==> src/rtl/uart_pkg.sv <==
// Shared UART definitions: transmitter state encoding, bit-period helper,
// data width and parity helper. Used by both the transmitter and receiver.
package uart_pkg;

    localparam int unsigned DATA_W = 8;

    typedef enum logic [2:0] {
        TX_IDLE   = 3'd0,
        TX_START  = 3'd1,
        TX_DATA   = 3'd2,
        TX_PARITY = 3'd3,
        TX_STOP   = 3'd4
    } tx_state_e;

    // Bit period in system clocks, rounded to nearest.
    function automatic int unsigned calc_mod(input int unsigned f, input int unsigned baud);
        return (f + (baud / 32'd2)) / baud;
    endfunction

    // Parity over one data byte; odd = 1 selects odd parity.
    function automatic logic parity8(input logic [DATA_W-1:0] d, input logic odd);
        return (^d) ^ odd;
    endfunction

endpackage

==> src/rtl/uart_tx_if.sv <==
// Ready/valid byte stream into the UART transmitter.
// master = byte source, slave = transmitter.
interface uart_tx_if;
    import uart_pkg::*;

    logic [DATA_W-1:0] i_data;
    logic              i_valid;
    logic              o_ready;

    modport master (output i_data, output i_valid, input o_ready);
    modport slave  (input i_data, input i_valid, output o_ready);

endinterface

==> src/rtl/uart_tx_fifo.sv <==
// Synchronous show-ahead FIFO. DEPTH must be a power of two, at least 2,
// so that the pointers wrap naturally at their bit width.
module uart_tx_fifo
    import uart_pkg::*;
#(
    parameter int unsigned DEPTH = 4
) (
    input  logic              i_clk,
    input  logic              i_rst,
    input  logic              i_push,
    input  logic [DATA_W-1:0] i_data_in,
    output logic              o_full,
    input  logic              i_pop,
    output logic [DATA_W-1:0] o_data_out,
    output logic              o_empty
);

    localparam int unsigned AW = (DEPTH > 1) ? $clog2(DEPTH) : 1;
    localparam logic [AW:0]   FULL_CNT = (AW+1)'(DEPTH);
    localparam logic [AW:0]   CNT_ONE  = (AW+1)'(1);
    localparam logic [AW-1:0] PTR_ONE  = AW'(1);

    logic [DATA_W-1:0] mem_q [DEPTH];
    logic [DATA_W-1:0] mem_d [DEPTH];
    logic [AW-1:0]     wr_ptr_q, wr_ptr_d;
    logic [AW-1:0]     rd_ptr_q, rd_ptr_d;
    logic [AW:0]       count_q, count_d;
    logic              push_ok_s;
    logic              pop_ok_s;

    assign o_full     = (count_q == FULL_CNT);
    assign o_empty    = (count_q == {(AW+1){1'b0}});
    assign o_data_out = mem_q[rd_ptr_q];

    // A push is dropped when full, a pop is dropped when empty.
    assign push_ok_s = i_push && !o_full;
    assign pop_ok_s  = i_pop && !o_empty;

    // Next pointer, count and storage contents.
    always_comb begin
        mem_d    = mem_q;
        wr_ptr_d = wr_ptr_q;
        rd_ptr_d = rd_ptr_q;
        count_d  = count_q;
        if (push_ok_s) begin
            mem_d[wr_ptr_q] = i_data_in;
            wr_ptr_d        = wr_ptr_q + PTR_ONE;
        end else begin
            wr_ptr_d = wr_ptr_q;
        end
        if (pop_ok_s) begin
            rd_ptr_d = rd_ptr_q + PTR_ONE;
        end else begin
            rd_ptr_d = rd_ptr_q;
        end
        case ({push_ok_s, pop_ok_s})
            2'b10:   count_d = count_q + CNT_ONE;
            2'b01:   count_d = count_q - CNT_ONE;
            default: count_d = count_q;
        endcase
    end

    // FIFO state registers; reset flushes all entries.
    always_ff @(posedge i_clk) begin
        if (i_rst) begin
            wr_ptr_q <= {AW{1'b0}};
            rd_ptr_q <= {AW{1'b0}};
            count_q  <= {(AW+1){1'b0}};
            for (int i = 0; i < int'(DEPTH); i++) begin
                mem_q[i] <= {DATA_W{1'b0}};
            end
        end else begin
            wr_ptr_q <= wr_ptr_d;
            rd_ptr_q <= rd_ptr_d;
            count_q  <= count_d;
            mem_q    <= mem_d;
        end
    end

endmodule

==> src/rtl/uart_tx.sv <==
// UART transmitter: 8N1 frames, LSB first, fed by a small FIFO.
// Optional parity bit between data and stop when UART_TX_PARITY_EN is defined.
module uart_tx
    import uart_pkg::*;
#(
    parameter int unsigned F          = 50000000,
    parameter int unsigned BAUD       = 115200,
    parameter int unsigned DEPTH      = 4,
    parameter int unsigned PARITY_ODD = 0
) (
    input  logic        i_clk,
    input  logic        i_rst,
    uart_tx_if.slave    s_if,
    output logic        o_busy,
    output logic        o_tx
);

    localparam int unsigned MOD = calc_mod(F, BAUD);
    localparam int unsigned CW  = (MOD > 1) ? $clog2(MOD) : 1;
    localparam logic [CW-1:0] CNT_ZERO = {CW{1'b0}};
    localparam logic [CW-1:0] CNT_ONE  = CW'(1);
    localparam logic [CW-1:0] CNT_LAST = CW'(MOD - 1);

    tx_state_e         state_q, state_d;
    logic [CW-1:0]     cnt_q, cnt_d;
    logic [2:0]        bit_idx_q, bit_idx_d;
    logic [DATA_W-1:0] shreg_q, shreg_d;
    logic              tx_q, tx_d;
    logic              bit_end_s;
    logic              pop_s;
    logic              fifo_full_s;
    logic              fifo_empty_s;
    logic [DATA_W-1:0] fifo_data_s;

    uart_tx_fifo #(.DEPTH(DEPTH)) u_fifo (
        .i_clk      (i_clk),
        .i_rst      (i_rst),
        .i_push     (s_if.i_valid),
        .i_data_in  (s_if.i_data),
        .o_full     (fifo_full_s),
        .i_pop      (pop_s),
        .o_data_out (fifo_data_s),
        .o_empty    (fifo_empty_s)
    );

    assign s_if.o_ready = !fifo_full_s;
    assign o_busy       = (state_q != TX_IDLE) || !fifo_empty_s;
    assign o_tx         = tx_q;
    assign bit_end_s    = (cnt_q == CNT_LAST);

`ifdef UART_TX_PARITY_EN
    logic par_q, par_d;

    // Parity of the byte being loaded, captured together with the shift register.
    always_comb begin
        par_d = pop_s ? parity8(fifo_data_s, (PARITY_ODD != 0)) : par_q;
    end

    // Parity bit register.
    always_ff @(posedge i_clk) begin
        if (i_rst) begin
            par_q <= 1'b0;
        end else begin
            par_q <= par_d;
        end
    end
`else
    logic unused_parity_s;
    assign unused_parity_s = (PARITY_ODD != 0);
`endif

    // Frame sequencing: next state, baud count, shift register and next line level.
    always_comb begin
        state_d   = state_q;
        cnt_d     = cnt_q;
        bit_idx_d = bit_idx_q;
        shreg_d   = shreg_q;
        tx_d      = tx_q;
        pop_s     = 1'b0;
        case (state_q)
            TX_IDLE: begin
                if (!fifo_empty_s) begin
                    pop_s     = 1'b1;
                    shreg_d   = fifo_data_s;
                    cnt_d     = CNT_ZERO;
                    bit_idx_d = 3'd0;
                    state_d   = TX_START;
                    tx_d      = 1'b0;
                end else begin
                    cnt_d = CNT_ZERO;
                    tx_d  = 1'b1;
                end
            end
            TX_START: begin
                if (bit_end_s) begin
                    cnt_d   = CNT_ZERO;
                    state_d = TX_DATA;
                    tx_d    = shreg_q[0];
                end else begin
                    cnt_d = cnt_q + CNT_ONE;
                end
            end
            TX_DATA: begin
                if (bit_end_s) begin
                    cnt_d   = CNT_ZERO;
                    shreg_d = {1'b0, shreg_q[DATA_W-1:1]};
                    if (bit_idx_q == 3'd7) begin
`ifdef UART_TX_PARITY_EN
                        state_d = TX_PARITY;
                        tx_d    = par_q;
`else
                        state_d = TX_STOP;
                        tx_d    = 1'b1;
`endif
                    end else begin
                        bit_idx_d = bit_idx_q + 3'd1;
                        tx_d      = shreg_q[1];
                    end
                end else begin
                    cnt_d = cnt_q + CNT_ONE;
                end
            end
`ifdef UART_TX_PARITY_EN
            TX_PARITY: begin
                if (bit_end_s) begin
                    cnt_d   = CNT_ZERO;
                    state_d = TX_STOP;
                    tx_d    = 1'b1;
                end else begin
                    cnt_d = cnt_q + CNT_ONE;
                end
            end
`endif
            TX_STOP: begin
                if (bit_end_s) begin
                    cnt_d = CNT_ZERO;
                    // Chain straight into the next frame when data is waiting.
                    if (!fifo_empty_s) begin
                        pop_s     = 1'b1;
                        shreg_d   = fifo_data_s;
                        bit_idx_d = 3'd0;
                        state_d   = TX_START;
                        tx_d      = 1'b0;
                    end else begin
                        state_d = TX_IDLE;
                        tx_d    = 1'b1;
                    end
                end else begin
                    cnt_d = cnt_q + CNT_ONE;
                end
            end
            default: begin
                state_d = TX_IDLE;
                cnt_d   = CNT_ZERO;
                tx_d    = 1'b1;
            end
        endcase
    end

    // Transmitter state registers; reset aborts any frame and idles the line.
    always_ff @(posedge i_clk) begin
        if (i_rst) begin
            state_q   <= TX_IDLE;
            cnt_q     <= CNT_ZERO;
            bit_idx_q <= 3'd0;
            shreg_q   <= {DATA_W{1'b0}};
            tx_q      <= 1'b1;
        end else begin
            state_q   <= state_d;
            cnt_q     <= cnt_d;
            bit_idx_q <= bit_idx_d;
            shreg_q   <= shreg_d;
            tx_q      <= tx_d;
        end
    end

endmodule

==> src/flat_wrapper.sv <==
// flat-port wrapper written by rule: the top's interface ports become plain ports
module uart_tx_flat import uart_pkg::*;
#(
    parameter int unsigned F          = 50000000,
    parameter int unsigned BAUD       = 115200,
    parameter int unsigned DEPTH      = 4,
    parameter int unsigned PARITY_ODD = 0
)
  (i_clk, i_rst, o_busy, o_tx, s_if_i_data, s_if_i_valid, s_if_o_ready);
  uart_tx_if s_if_i ();
  input  logic i_clk;
  input  logic i_rst;
  output logic o_busy;
  output logic o_tx;
  input wire logic [$bits(s_if_i.i_data)-1:0] s_if_i_data;
  input wire logic [$bits(s_if_i.i_valid)-1:0] s_if_i_valid;
  output wire logic [$bits(s_if_i.o_ready)-1:0] s_if_o_ready;
  assign s_if_i.i_data = s_if_i_data;
  assign s_if_i.i_valid = s_if_i_valid;
  assign s_if_o_ready = s_if_i.o_ready;
  uart_tx #(.F(F), .BAUD(BAUD), .DEPTH(DEPTH), .PARITY_ODD(PARITY_ODD)) u_core (.i_clk(i_clk), .i_rst(i_rst), .s_if(s_if_i), .o_busy(o_busy), .o_tx(o_tx));
endmodule
==> config.mk <==
export PLATFORM = sky130hd
export DESIGN_NAME = uart_tx_flat
export DESIGN_NICKNAME = d
export VERILOG_FILES = /design/src/rtl/uart_pkg.sv /design/src/rtl/uart_tx_if.sv /design/src/rtl/uart_tx_fifo.sv /design/src/rtl/uart_tx.sv /design/src/flat_wrapper.sv
export SDC_FILE = /design/constraint.sdc
export NUM_CORES = 1
export LEC_CHECK = 0
export BUFFER_PORTS_ARGS = -buffer_cell sky130_fd_sc_hd__buf_2
export CAP_MARGIN = 20
export CORE_MARGIN = 2
export CORE_UTILIZATION = 55
export CTS_BUF_LIST = sky130_fd_sc_hd__clkbuf_2
export DETAILED_ROUTE_END_ITERATION = 7
export PLACE_DENSITY = 0.71
export RECOVER_POWER = 25
export SYNTH_ARGS = -nofsm -noshare
export SYNTH_HDL_FRONTEND = slang
export SYNTH_SLANG_ARGS = --single-unit
==> constraint.sdc <==
create_clock -name i_clk -period 5.6 [get_ports i_clk]
set_input_delay 1.12 -clock i_clk [delete_from_list [all_inputs] [get_ports i_clk]]
set_output_delay 1.12 -clock i_clk [all_outputs]
set_load 0.05 [all_outputs]
## Yosys cells after proc, flatten, opt, wreduce, memory -nomap -nowiden

Cells that the tools add are included.

- $add $sub $neg: 6
- $lt $le $gt $ge: 3
- Eq/ne operators: 14
- Muxes and demuxes: 32
- Bitwise logic cells: 3
- Reductions and logical operators: 17

Operators by type and width:

| cell | count |
|---|---|
| $mux W8 | 6 |
| $bwmux W32 | 1 |
| $mux W3 | 9 |
| $pmux W8 S3 | 1 |
| $bmux W8 S2 | 1 |
| $demux W8 S2 | 1 |
| $pmux W3 S4 | 1 |
| $add A9 B1 Y9 const B | 1 |
| $eq A3 B3 Y1 const B | 3 |
| $eq A9 B9 Y1 const B | 1 |
| $pmux W3 S3 | 1 |
| $mux W1 | 8 |
| $ne A2 B1 Y1 const B | 4 |
| $add A3 B1 Y3 const B | 2 |
| $ge A3 B3 Y1 const B | 2 |
| $logic_not A3 Y1 | 2 |
| $not A2 Y3 | 2 |
| $pmux W3 S2 | 1 |
| $reduce_and A3 Y1 | 2 |
| $reduce_bool A3 Y1 | 2 |
| $reduce_or A3 Y1 | 2 |
| $reduce_and A5 Y1 | 1 |
| $add A2 B1 Y2 const B | 2 |
| $ne A2 B2 Y1 const B | 2 |
| 14 further kinds | 17 |

- Register bits after elaboration: 63
- Output and inout port bits: 3

## Longest topological paths before layout

- Word-level depth: 7
- Gate-level depth with buffers: 11
- Gate-level depth less buffers: 11

## Cells and area by module

Synthesis repeated with hierarchy kept, for this count alone.

- Cell total of the unflattened synthesis: 311
- Area total of the unflattened synthesis: 3128.0 um^2

Modules (own cells, without submodules):

| module | times used | cells each | area each (um^2) | seq. area each (um^2) |
|---|---|---|---|---|
| uart_tx_fifo | 1 | 173 | 1903.1 | 780.7 |
| uart_tx | 1 | 138 | 1224.9 | 480.5 |

## Least setup slack after synthesis

Ideal clock, no wire load.

- Path type: input port to flip-flop
- From: input s_if_i_valid
- To: register u_core.u_fifo.count_q[2]
- Data arrival time: 2.644 ns
- Path slack: 2.885 ns
- Stages: 8
- Path buffers: 1
- Cells stage by stage: clkbuf_1 > nand2_1 > ha_1 > inv_1 > fa_1 > xor2_1 > or3_1 > a21oi_1

- Longest elaborated chain between the ends: 3
- Elaborated cells between the ends (all ways): 5
- Those cells by class: eq/ne: 2; mux: 1; reduce/logical: 2

RTL lines:

| item | line | source |
|---|---|---|
| start, declared | flat_wrapper.sv:16 | `input wire logic [$bits(s_if_i.i_valid)-1:0] s_if_i_valid;` |
| $logic_and A1 B1 Y1 * | uart_tx_fifo.sv:36 | `assign push_ok_s = i_push && !o_full;` |
| $eq A2 B1 Y1 / $eq A2 B2 Y1 (equally long branches) | uart_tx_fifo.sv:56 | `case ({push_ok_s, pop_ok_s})` |
| $pmux W3 S2 / $reduce_bool A2 Y1 (equally long branches) | -- |  |
| end signal, assigned | uart_tx_fifo.sv:68 | `count_q <= {(AW+1){1'b0}};` |
| end signal, assigned | uart_tx_fifo.sv:75 | `count_q <= count_d;` |
| end, declared | uart_tx_fifo.sv:27 | `logic [AW:0] count_q, count_d;` |

Mark *: on every way between the ends. The rest lies on a longest branch, timed or not.
A chain may end at the register's enable or synchronous reset.

==> metrics <==
Area growth syn-to-layout=5.928%; Final Hold Fails=0; port bufs=13; failing checks=capacitance limit, slew limit; Die Width=78.60 um; Max-slew headroom=-61.11%; peak supply drop=0.2147 mV; adder-cell area share of the yosys netlist=4.334%; Compound-Gate Fraction of Synth Area=7.400%; Post-CTS Setup Inserts=0; worst stage delay on the critical path=1.68 ns; Slew @ Worst Pin=2.417 ns; Post-Syn Nets=320; outcome=finished, violations left; Skew-Pair Late Insertion Delay=0.49 ns; Area contributors post-synth=dfxtp_1, mux2i_1, nor2_1, mux4_2, mux2_4; routed length on met2=2538 um; clk sink count=63; total grt overflow=0; top post-synthesis cells by count=dfxtp_1, nor2_1, mux2i_1; CTS Hold Bufs=0; number of global-route vias before repair=1929; Core Footprint=5439 um2; Pwr Density=460.1 nW/um2; Yosys reg bits=63; DRT Wirelength=5576 um; Seq/Total Area, Yosys=41.21%; RSZ-0062 raised after global routing=false; Main synth FF type=dfxtp_1; post-synthesis cell type count=50; vias per inst=5.453; Yosys warning count=0; post-placement cell area=3123 um2; global router's overall resource usage=19.73%; post-route setup TNS=0 ns; synthesized area=3060 um2; Num CTS Buffers=9; Final Skew=0.01802 ns; post-route ant nets=0; GPL Wtd Cong=0.7691; cells after synthesis=299; TritonCTS clock tree=yes; count leader, synth=dfxtp_1; mux share of post-synthesis cell area=21.79%; DRT Pass-1 Iters=4; CP Data Arrival Time=3.44 ns; Reg clk slew, reported paths=0.19 ns; simple-gate share of the synthesized area=17.13%; xor-xnor portion of the synthesized cell area=3.148%; Worst setup SP type=input pin; EDFF count, synth=0; Synth area leader=dfxtp_1; die footprint=6177 um2; final period utilization=54.20%; initial antenna violation count=0; # diodes=0; # DRC=0; post-synthesis async set-or-reset flop share=0%; R2R depth=10; WHS Path Cells=2; largest net degree at the start of global routing=57; Max Fclk=329.5 MHz; met1 wire length=2799 um; Row Count=27; worst-path fanout max=56; top cell type's share of synthesized area=41.21%; Leakage Power=1.389 nW; post-synthesis average cell area=10.24 um2; CTS resizes=0; Fillers=479; global-route wire length before repair=9377 um; critical path required time=6.00 ns; CTS Root Cell=clkbuf_2; CP Capture Type=register; DRT iter0 DRCs=104; htree depth=3; routed length per instance=14.52 um; Initial Util=56.27%; uppermost layer routed=met4; largest family of logic cells by synthesized area=multiplexers; CTS max path bufs=2; Slowest-stage cell, CP=clkbuf_1; final net count=328; final setup fails=0; via count=2094; Setup Crit Path Kind=in -> reg; Tmin final=3.035 ns; critical-path cell list=clkbuf_1 > and2b_1 > mux2_4; area of the multi-input gates=1647 um2; register area=1261 um2; final non-filler cell area=3242 um2; die height=78.60 um; max-cap violations=1; max-slew violations=57; layout cells sized above 1=18.59%; Met3 Wirelength=132 um; Ports=14; DP HPWL=3694 um; HP Class=reg -> reg
path summary, 6_finish.rpt:
check	from	to	slack (ns)
worst max-delay path	i_rst	u_core.bit_idx_q[0]$_SDFFE_PP0P_	2.56
worst min register to register	u_core.shreg_q[5]$_SDFFE_PP0P_	u_core.shreg_q[5]$_SDFFE_PP0P_	0.48
worst min-delay path	u_core.shreg_q[5]$_SDFFE_PP0P_	u_core.shreg_q[5]$_SDFFE_PP0P_	0.48
worst max register to register	u_core.cnt_q[0]$_SDFF_PP0_	u_core.u_fifo.count_q[2]$_SDFFE_PP0P_	2.93
sequential cells by signal, indices dropped and copies added, names as in the netlist:
signal / cells
u_core.u_fifo.mem_q: 32
u_core.cnt_q: 9
u_core.shreg_q: 8
u_core.bit_idx_q: 3
u_core.state_q: 3
u_core.u_fifo.count_q: 3
u_core.u_fifo.rd_ptr_q: 2
u_core.u_fifo.wr_ptr_q: 2
u_core.o_tx: 1
worst max-delay path, delay by kind of cell:
kind | cells | cell delay (ns)
buffers and inverters | 1 | 1.68
muxes | 1 | 0.27
and+or+nand+nor | 1 | 0.35
power breakdown:
part | leakage [nW] | total [mW] | switching [mW] | internal (mW)
Combinational | 0.812 | 0.603 | 0.343 | 0.260
Sequential | 0.512 | 0.606 | 0.0831 | 0.523
Clock | 0.0648 | 0.283 | 0.176 | 0.107
metrics by stage:
step | hold WS (ns) | utilization [%] | total power, mW | std cells | setup WS [ns]
finish | 0.4768 | 59.60 | 1.492 | 384 | 2.565
global route | 0.4994 | 59.60 | 1.598 | 384 | 2.322
CTS | 0.4817 | 59.63 | 1.505 | 384 | 2.693
detailed placement | 0.4587 | 57.42 | 1.219 | 368 | 2.820
global placement | 0.4479 | 57.42 | 1.204 | 368 | 2.882
floorplan | 0.4334 | - | 1.122 | 299 | 2.885
cell usage in the layout, fill, tap and decap left out, types with 5 or more instances in the layout:
cell type and n:
a211oi_1 8, a21oi_1 6, buf_2 12, clkbuf_2 10, dfxtp_1 63, ha_1 9
inv_1 16, mux2_4 9, mux2i_1 34, mux4_2 8, nand2_1 7, nand3_1 5
nor2_1 52, nor3_1 11, o21ai_0 5, xnor2_1 7
kinds of logic after synthesis:
logic type      Yosys count
buf+inv                  32
fa+ha+maj                10
simple gates            101
mux                      52
xor+xnor                 11
flops                    63
compound gates           30
metal layers:
metal,vias to the layer above,GRT usage (%)
met2,22,28.21
met1,1001,28.29
met4,0,10.00
met3,9,3.793
li1,1062,-
met5,-,0
cell type report:
| type | instances | share of cell area, % |
|---|---|---|
| inverter | 16 | 1.853 |
| clock buffer | 10 | 1.544 |
| sequential | 63 | 38.90 |
| clock inverter | 6 | 2.161 |
| timing repair buffer | 13 | 1.968 |
| tap | 72 | 2.779 |
| multi-input combinational | 204 | 50.79 |
Note: power is estimated with default switching activity, not from simulation.
